<file path="config.mk">
export PLATFORM = sky130hd
export DESIGN_NAME = line_fetcher
export DESIGN_NICKNAME = d
export VERILOG_FILES = /design/src/rtl/line_fetcher.sv
export SDC_FILE = /design/constraint.sdc
export NUM_CORES = 1
export LEC_CHECK = 0
export BUFFER_PORTS_ARGS = -buffer_cell sky130_fd_sc_hd__buf_2
export CORE_ASPECT_RATIO = 1.5
export CORE_MARGIN = 2
export CORE_UTILIZATION = 57
export CTS_CLUSTER_SIZE = 8
export DETAILED_ROUTE_END_ITERATION = 10
export PLACE_DENSITY = 0.78
export SYNTH_ARGS = -nofsm -noshare
export SYNTH_HDL_FRONTEND = slang
export SYNTH_SLANG_ARGS = --single-unit
</file>
<file path="constraint.sdc">
create_clock -name clk -period 3.8 [get_ports clk]
set_input_delay 0.19 -clock clk [delete_from_list [all_inputs] [get_ports clk]]
set_output_delay 0.19 -clock clk [all_outputs]
set_load 0.05 [all_outputs]
</file>
<file path="src/rtl/line_fetcher.sv">
// line_fetcher: feeds the video generator's line buffer one raster line ahead.
//
// When the generator's line number changes, the block works out the next line
// (nl). Active lines are read byte by byte from frame memory, with at most one
// read outstanding, and pushed to the line buffer over a write/ready
// handshake. Non-active lines push BLANK_LEVEL with no memory traffic.
//
// Ports:
//   clk       system clock, all logic on posedge
//   reset     asynchronous active-low reset
//   line_i    current raster line from the generator
//   ready_i   line buffer accepts a byte this cycle
//   write_o   byte valid to line buffer
//   data_o    byte to line buffer
//   mem_addr  frame-memory read address (held while a read is outstanding)
//   mem_rd    one-cycle read request
//   mem_data  read data
//   mem_valid read data valid
//   busy      a line fetch is in progress
//   overrun   one-cycle pulse: line changed before the fetch finished
//
// Build option: define LINE_FETCHER_TESTPAT_EN to replace the memory fetch on
// active lines with a generated bar pattern pushed at blank-line speed.
module line_fetcher #(
    parameter int unsigned PIXELS       = 256,
    parameter int unsigned TOTAL_LINES  = 262,
    parameter int unsigned ACTIVE_FIRST = 20,
    parameter int unsigned ACTIVE_LINES = 200,
    parameter int unsigned ADDR_W       = 16,
    parameter int unsigned BASE_ADDR    = 0,
    parameter logic [7:0]  BLANK_LEVEL  = 8'h00
) (
    input  logic              clk,
    input  logic              reset,
    input  logic [7:0]        line_i,
    input  logic              ready_i,
    output logic              write_o,
    output logic [7:0]        data_o,
    output logic [ADDR_W-1:0] mem_addr,
    output logic              mem_rd,
    input  logic [7:0]        mem_data,
    input  logic              mem_valid,
    output logic              busy,
    output logic              overrun
);

`ifdef LINE_FETCHER_TESTPAT_EN
    localparam bit UseMem = 1'b0;
`else
    localparam bit UseMem = 1'b1;
`endif

    // StDrain waits out a read issued for an abandoned line; StRestart is the
    // one-cycle gap that drops write_o before the new line starts.
    typedef enum logic [2:0] {
        StIdle, StReq, StWait, StPush, StBlank, StDrain, StRestart
    } state_e;

    state_e            state_q, state_d;
    logic [7:0]        line_q;
    logic              hist_vld_q;
    logic [8:0]        nl_q, nl_d;
    logic              act_q, act_d;
    logic [8:0]        pix_q, pix_d;
    logic [7:0]        data_q, data_d;
    logic [ADDR_W-1:0] addr_q, addr_d;
    logic              overrun_q, overrun_d;

    logic [8:0] line_inc;
    logic [8:0] nl_new;
    logic       nl_new_act;
    logic       start;
    logic       accept;
    logic       last_pix;
    logic       rd_outstanding;

    assign line_inc   = {1'b0, line_i} + 9'd1;
    assign nl_new     = (32'(line_inc) >= TOTAL_LINES) ? 9'd0 : line_inc;
    assign nl_new_act = (32'(nl_new) >= ACTIVE_FIRST) &&
                        (32'(nl_new) < ACTIVE_FIRST + ACTIVE_LINES);
    // History is invalid until the first clock after reset, so release alone
    // never looks like a line change.
    assign start      = hist_vld_q && (line_i != line_q);
    assign accept     = write_o && ready_i;
    assign last_pix   = (32'(pix_q) == PIXELS - 1);
    // A read is in flight if it was issued this cycle or is still unanswered.
    assign rd_outstanding = (state_q == StReq) ||
                            (((state_q == StWait) || (state_q == StDrain)) && !mem_valid);

    // State register
    always_ff @(posedge clk or negedge reset) begin
        if (!reset) begin
            state_q    <= StIdle;
            line_q     <= 8'd0;
            hist_vld_q <= 1'b0;
            nl_q       <= 9'd0;
            act_q      <= 1'b0;
            pix_q      <= 9'd0;
            data_q     <= 8'd0;
            addr_q     <= '0;
            overrun_q  <= 1'b0;
        end else begin
            state_q    <= state_d;
            line_q     <= line_i;
            hist_vld_q <= 1'b1;
            nl_q       <= nl_d;
            act_q      <= act_d;
            pix_q      <= pix_d;
            data_q     <= data_d;
            addr_q     <= addr_d;
            overrun_q  <= overrun_d;
        end
    end

    // Next-state logic
    always_comb begin
        state_d   = state_q;
        nl_d      = nl_q;
        act_d     = act_q;
        pix_d     = pix_q;
        data_d    = data_q;
        overrun_d = 1'b0;

        unique case (state_q)
            StIdle: begin
                if (start) begin
                    nl_d    = nl_new;
                    act_d   = nl_new_act;
                    pix_d   = 9'd0;
                    state_d = (nl_new_act && UseMem) ? StReq : StBlank;
                end
            end
            StReq: state_d = StWait;
            StWait: begin
                if (mem_valid) begin
                    data_d  = mem_data;
                    state_d = StPush;
                end
            end
            StPush: begin
                if (accept) begin
                    pix_d   = last_pix ? 9'd0 : pix_q + 9'd1;
                    state_d = last_pix ? StIdle : StReq;
                end
            end
            StBlank: begin
                if (accept) begin
                    pix_d   = last_pix ? 9'd0 : pix_q + 9'd1;
                    state_d = last_pix ? StIdle : StBlank;
                end
            end
            StDrain: begin
                if (mem_valid) state_d = StRestart;
            end
            StRestart: state_d = (act_q && UseMem) ? StReq : StBlank;
            default: state_d = StIdle;
        endcase

        // Line change mid-fetch: abandon the line and restart for the new nl.
        if (start && (state_q != StIdle)) begin
            overrun_d = 1'b1;
            nl_d      = nl_new;
            act_d     = nl_new_act;
            pix_d     = 9'd0;
            state_d   = rd_outstanding ? StDrain : StRestart;
        end
    end

    // Address is latched on entry to StReq so it stays put through StWait.
    always_comb begin
        addr_d = addr_q;
        if (state_d == StReq) begin
            addr_d = ADDR_W'(BASE_ADDR + (32'(nl_d) - ACTIVE_FIRST) * PIXELS + 32'(pix_d));
        end
    end

    // Outputs
    always_comb begin
        write_o  = 1'b0;
        mem_rd   = 1'b0;
        busy     = (state_q != StIdle);
        data_o   = data_q;
        mem_addr = addr_q;
        overrun  = overrun_q;
        unique case (state_q)
            StReq:  mem_rd  = 1'b1;
            StPush: write_o = 1'b1;
            StBlank: begin
                write_o = 1'b1;
`ifdef LINE_FETCHER_TESTPAT_EN
                data_o  = act_q ? ({pix_q[7:5], 5'b0} ^ {5'b0, nl_q[2:0]}) : BLANK_LEVEL;
`else
                data_o  = BLANK_LEVEL;
`endif
            end
            default: ;
        endcase
    end

endmodule

</file>
==> metrics, run 1 <==
data arrival time of the critical path=between 3 and 4 ns; syn avg cell area=10.68 um^2; sequential power share=35.7%; PD cells=approximately 670 mW/mm^2; MaxCap Viol Count=0; Gate power share=between 50% and 60%; Starting Density=between 50% and 60%; Tmin final=2.923 ns; top_reg_cell synth=dfrtp_1; GR Overflow Total=0; Final period util=76.92%; nets=approximately 360; Min Hold Slack=-0.01020 ns; post-synthesis cell area=0.003077 mm^2; FILL cells=407; worst path required time=4.00 ns; HP Class=in2async; violated checks=negative hold slack; DR WL/cell=14.20 um; final count of pins violating max slew=0; post-DR vias/cell=5.541; Setup Buffers After CTS=0; post-synthesis cell count=288; switching share of total power=46.22%; CTS max path bufs=2; Core Util, Final=66.42%; R2R Setup Slk=0.88 ns; initial antenna violation count=0; met3 WL=about 200 um; Layout area overhead=11.51%; # resized after CTS=0; die height=93.98 um; Worst Skew=0.006998 ns; #FFs+latches synth=55; NetSw=0.001056 W; synth top area cells=dfrtp_1, mux2_4, xnor2_1; Max VDD drop=0.3194 mV; DR iter-0 viols=just under 80; Ys Warns=0; clock power share=between 10% and 20%; drc violations=0; met2 routed WL=2970 um; max layer used=met4; first-pass GRT wire length=9867 um; setup tns final=0 ns; TritonCTS buffer count=5; Setup CP Type=reg2reg; EDFF count, synth=0; CTS root buf=clkbuf_8; register area share after synthesis=around 45%; Mapped Nets=315; RSZ-0062 raised after global routing=false; Total GRT Usage=between 20% and 30%; Port-buffer cells=between 40 and 50; H-tree depth=2; Async SR Flop Fraction=100.0%; Tightest Pin Transition=1.106 ns; Top-Level Pins=48; Yosys top cell area share=around 45%; Routed WL=5694 um; CTS tree=built; largest net degree at the start of global routing=between 50 and 60; drt pass-1 iters=4; Sink Count=55; vias in the first global route=2144; core area=0.005165 mm^2; leading area contributor after synthesis=dfrtp_1; Worst-path clk slew=around 0.1 ns; cell internal pwr=0.001229 W; Final setup viols=0; Die W=63.99 um; placer congestion estimate=0.8497; Metal-1 WL=2328 um; CP Launch Type=flip-flop; post-route ant nets=0; dpl ws=0.7489 ns; Via Count=~2200; Detail Placement HPWL=4275 um; leak pwr=1.617 nW; maximum clock rate=0.3421 GHz; Critical Path Sink Type=flip-flop; Clock Latency Late Sink=0.31 ns; Slew HR=approximately a quarter; crit path from=state_q[0]$_DFF_PN0_; Std-Cell Rows=32; status=complete, but fails checks; Final Hold Fails=11; ANT cells=0; Worst R2R Start=state_q[0]$_DFF_PN0_; # hold bufs at CTS=0; post-synthesis cell type count=52; DIE AREA=0.006013 mm^2; share of cells above drive strength 1=27.03%; critical-path maximum fanout=12; setup ws final=0.8770 ns
==> cell usage in the layout, fill, tap and decap left out, drive strengths merged, types with 3 or more instances in the layout <==
master	count
dfrtp	55
buf	51
mux2	23
nor2	19
o21ai	17
xnor2	15
inv	14
nand2	13
a21oi	12
nor2b	10
nand3	10
nor3	10
mux2i	9
xor2	8
o31ai	8
ha	7
nand4	6
nor3b	5
clkbuf	5
or3	4
o21a	3
nor4	3
==> registers in the layout, indices dropped and copies added, names as in the netlist <==
register,cells
mem_addr,16
pix_q,9
data_q,8
line_q,8
nl_q,8
state_q,3
act_q,1
hist_vld_q,1
overrun,1
==> area by class of cell <==
| type | count | area (um^2) | area share (%) |
|---|---|---|---|
| clock buffers | 5 | 68.82 | 2.006 |
| clock inverters | 3 | 20.02 | 0.5835 |
| inverters | 14 | 52.55 | 1.532 |
| multi-input cells | 205 | 1563 | 45.55 |
| flip-flops and latches | 55 | 1376 | 40.12 |
| well taps | 68 | 85.08 | 2.480 |
| repair buffers | 51 | 265.3 | 7.732 |
==> synth_stat cells (2+ instances only) <==
cell	n
a21oi_1	12
a31oi_1	2
and3_1	2
and4_1	2
buf_2	5
buf_4	3
buf_6	2
clkbuf_1	4
dfrtp_1	55
ha_1	7
inv_1	14
mux2_1	2
mux2_2	9
mux2_4	12
mux2i_1	9
nand2_1	13
nand2b_1	2
nand3_1	9
nand4_1	5
nor2_1	19
nor2b_1	10
nor3_1	8
nor3_2	2
nor3b_1	5
nor4_1	2
o21a_1	3
o21ai_0	9
o21ai_1	6
o31ai_1	8
or2_1	2
or3_1	3
xnor2_1	15
xor2_1	8
==> worst max-delay path: stages, from the launching register on <==
cell,delay [ns]
dfrtp_1,0.53
nor3b_1,0.25
buf_4,0.20
o21ai_1,0.19
nor3_1,0.43
nor2_1,0.07
o21ai_0,0.17
o311a_1,0.34
nor3_2,0.08
buf_4,0.22
mux2_1,0.33
==> power by group through the flow <==
stage	clock, W	combinational, W	sequential, W
finish	0.000319	0.00115	0.000817
global placement	0	0.00114	0.000824
global route	0.000358	0.00124	0.000841
floorplan	0	0.000782	0.000966
detailed placement	0	0.00116	0.000827
CTS	0.000326	0.00116	0.000818
==> kinds of logic after synthesis <==
family,Yosys count,synth area share (%)
buffers and inverters,28,4.473
DFF,55,44.73
and+or+nand+nor,90,16.67
AOI/OAI and AO/OA,52,11.79
other,1,0.1219
xor gates and xnor gates,23,6.548
adders and majority gates,7,2.847
muxes,32,12.81
==> final timing paths <==
check,depth (start not counted),endpoint
max,10,mem_addr[2]$_DFFE_PN0N_
min in group clk,1,line_q[7]$_DFF_PN0_
max reg2reg,10,mem_addr[2]$_DFFE_PN0N_
min reg2reg,1,data_q[5]$_DFFE_PN0P_
max in group asynchronous,2,mem_addr[12]$_DFFE_PN0N_
min,2,overrun$_DFF_PN0_
==> per-stage QoR <==
step                area, um^2  hold WS [ns]  total power, W  std cells
CTS                       3431       0.01892        0.002306        401
detailed placement        3342        0.3592        0.001987        393
global placement          3342        0.3561        0.001967        393
finish                    3431      -0.01020        0.002286        401
global route              3431       0.04680        0.002437        401
floorplan                 3077       -0.1056        0.001748        288
==> per-layer routing <==
| layer | vias up | track usage, % |
|---|---|---|
| li1 | 1098 | - |
| met1 | 1055 | 24.55 |
| met2 | 54 | 37.85 |
| met3 | 15 | 3.477 |
| met4 | 0 | 11.23 |
| met5 | - | 0 |
Power figures use the tool's default switching activity.
==> run 2: changes to the inputs <==
CORE_UTILIZATION = 51   (was 57)
PLACE_DENSITY = 0.74   (was 0.78)
clock period = 2.4 ns   (was 3.8 ns; I/O delays follow)
==> run 2 against run 1 <==
Effect of this change:
- the flow finishes with violations (negative setup slack)
- register-to-register slack worse by 0.96 ns
- combinational power is 100% higher
- worst hold slack better by 0.039 ns
- largest cell class unchanged
- largest power group unchanged
==> metrics, run 2 (synthesis results as in run 1) <==
Layout area overhead=35.91% (was 11.51%); DR iter-0 viols=112 (was 77); DIE AREA=0.006683 mm^2 (was 0.006013 mm^2); crit path cell chain=ha_2 -> and4_1 -> nand4_1 -> nor3_2 -> a21oi_1 -> o21ai_2 -> o21ai_4 -> or3_4 -> mux2_4 (was nor3b_1 -> buf_4 -> o21ai_1 -> nor3_1 -> nor2_1 -> o21ai_0 -> o311a_1 -> nor3_2 -> buf_4 -> mux2_1); Worst R2R Start=pix_q[0]$_DFF_PN0_ (was state_q[0]$_DFF_PN0_); first-pass GRT wire length=12340 um (was 9867 um); drt pass-1 iters=4 (unchanged); largest net degree at the start of global routing=33 (was 56); R2R Path End=mem_addr[9]$_DFFE_PN0N_ (was mem_addr[2]$_DFFE_PN0N_); Final Hold Fails=0 (was 11); post-route ant nets=0 (unchanged); Final period util=103.3% (was 76.92%); R2R depth=9 (was 10); core area=0.005828 mm^2 (was 0.005165 mm^2); post-DR vias/cell=5.460 (was 5.541); final count of pins violating max slew=0 (unchanged); Sink Count=55 (unchanged); GR Overflow Total=0 (unchanged); switching share of total power=44.31% (was 46.22%); Metal-1 WL=2783 um (was 2328 um); Starting Density=52.79% (was 59.57%); Placed Instance Area=0.003782 mm^2 (was 0.003342 mm^2); Final setup viols=14 (was 0); Max VDD drop=0.8853 mV (was 0.3194 mV); Critical Path Sink Type=flip-flop (unchanged); Via Count=2550 (was 2222); Setup crit end=mem_addr[9]$_DFFE_PN0N_ (was mem_addr[2]$_DFFE_PN0N_); vias in the first global route=2697 (was 2144); Port-buffer cells=47 (unchanged); HP Class=in2reg (was in2async); initial antenna violation count=0 (unchanged); Std-Cell Rows=34 (was 32); RSZ-0062 raised after global routing=true (was false); Routed WL=7439 um (was 5694 um); data arrival time of the critical path=2.69 ns (was 3.13 ns); critical-path maximum fanout=4 (was 12); MaxCap Viol Count=0 (unchanged); ANT cells=0 (unchanged); FILL cells=414 (was 407); clock power share=15.9% (was 13.9%); placer congestion estimate=0.8358 (was 0.8497); setup ws final=-0.08001 ns (was 0.8770 ns); met2 routed WL=4126 um (was 2970 um); max layer used=met4 (unchanged); met3 WL=200 um (was 195 um); delay-heaviest family, CP=simple AND/OR/NAND/NOR gates (unchanged); cell internal pwr=0.002360 W (was 0.001229 W); CP bufs+invs=0 (was 2); CTS max path bufs=2 (unchanged); DR WL/cell=15.93 um (was 14.20 um); max FFs per register=16 (unchanged); CTS tree=built (unchanged); final non-filler cell area=0.004182 mm^2 (was 0.003431 mm^2); commonest non-fill, non-tap cell in the layout=dfrtp_1 (unchanged); R2R Setup Slk=-0.08 ns (was 0.88 ns); most frequent cells in the layout=dfrtp_1, buf_4, buf_2, nor2_1 (was dfrtp_1, buf_2, nor2_1, xnor2_1, inv_1); NetSw=0.001878 W (was 0.001056 W); Crit-path slowest cell=or3_4 (was dfrtp_1); TritonCTS buffer count=5 (unchanged); die height=99.13 um (was 93.98 um); Clock Latency Late Sink=0.32 ns (was 0.31 ns); Setup CP Type=reg2reg (unchanged); share of cells above drive strength 1=44.56% (was 27.03%); Gate power share=54.9% (was 50.3%); Tmin final=2.480 ns (was 2.923 ns); CTS root buf=clkbuf_8 (unchanged); worst path required time=2.61 ns (was 4.00 ns); Total GRT Usage=24.39% (was 21.44%); maximum clock rate=0.4032 GHz (was 0.3421 GHz); leak pwr=1.990 nW (was 1.617 nW); Worst Skew=0.01706 ns (was 0.006998 ns); sequential power share=29.3% (was 35.7%); drc violations=0 (unchanged); violated checks=negative setup slack (was negative hold slack); H-tree depth=2 (unchanged); Detail Placement HPWL=5292 um (was 4275 um); critical path depth=9 (was 10); CP Launch Type=flip-flop (unchanged); nets=421 (was 359); Top-Level Pins=48 (unchanged); Worst-path clk slew=0.11 ns (was 0.10 ns); dpl ws=-0.09941 ns (was 0.7489 ns); crit path from=pix_q[0]$_DFF_PN0_ (was state_q[0]$_DFF_PN0_); status=complete, but fails checks (unchanged); PD cells=1014 mW/mm^2 (was 666.2 mW/mm^2); Die W=67.42 um (was 63.99 um); max incr delay on CP=0.39 ns (was 0.53 ns)
[run 2: how the worst min path moves through the flow]
stage	start	depth (start not counted)	endpoint	slack, ns
final	mem_data[3]	2	data_q[3]$_DFFE_PN0P_	0.03
after global routing	mem_data[4]	2	data_q[4]$_DFFE_PN0P_	0.03
after CTS	line_i[2]	1	line_q[2]$_DFF_PN0_	0.006
after detailed placement	reset	1	data_q[1]$_DFFE_PN0P_	-0.04
after global placement	reset	1	data_q[1]$_DFFE_PN0P_	-0.04
after floorplan	reset	0	act_q$_DFFE_PN0P_	-0.18
[run 2: per-layer routing]
layer / global-route usage, % / up-vias
met3: 3.281 / 25
met5: 0 / -
li1: - / 1218
met2: 44.78 / 47
met4: 12.09 / 0
met1: 26.39 / 1260
[run 2: timing repair]
action                     4_1_cts  5_1_grt
gates resized for setup         24        9
hold endpoints to repair        57        1
hold buffers                     3        1
setup endpoints to repair       14       19
buffers inserted                 8        4
pin swaps                       14        4
[run 2: cell type report]
| type | instances | area, um^2 | area share [%] |
|---|---|---|---|
| Multi-Input combinational cell | 205 | 1754 | 41.95 |
| Sequential cell | 55 | 1376 | 32.91 |
| Timing Repair Buffer | 113 | 779.5 | 18.64 |
| Tap cell | 72 | 90.09 | 2.154 |
| Clock buffer | 6 | 82.58 | 1.975 |
| Inverter | 14 | 60.06 | 1.436 |
| Clock inverter | 2 | 38.79 | 0.9276 |
[run 2: power groups by stage]
stage / sequential, W / clock (W) / combinational (W)
after detailed placement: 0.00126 / 0 / 0.00214
after CTS: 0.00124 / 0.000682 / 0.00229
after floorplan: 0.00153 / 0 / 0.00128
final: 0.00124 / 0.000672 / 0.00233
after global placement: 0.00125 / 0 / 0.00210
after global routing: 0.00127 / 0.000721 / 0.00247
[run 2: worst register-to-register path: stages (launching register included)]
cell     delay, ns
dfrtp_1       0.38
ha_2          0.18
and4_1        0.22
nand4_1       0.17
nor3_2        0.30
a21oi_1       0.12
o21ai_2       0.18
o21ai_4       0.12
or3_4         0.39
mux2_4        0.31
[run 2: through the flow]
step / std cells / hold slack (ns) / total power, W / util (%) / TNS (ns)
3_3_place_gp: 443 / -0.04463 / 0.003344 / 64.90 / -0.2582
3_5_place_dp: 443 / -0.04490 / 0.003401 / 64.90 / -1.089
4_1_cts: 462 / 0.006486 / 0.004215 / 70.33 / -0.2104
6_report: 467 / 0.02912 / 0.004238 / 71.75 / -0.4462
2_1_floorplan: 288 / -0.1756 / 0.002811 / - / -0.07388
5_1_grt: 467 / 0.02916 / 0.004463 / 71.75 / -2.464
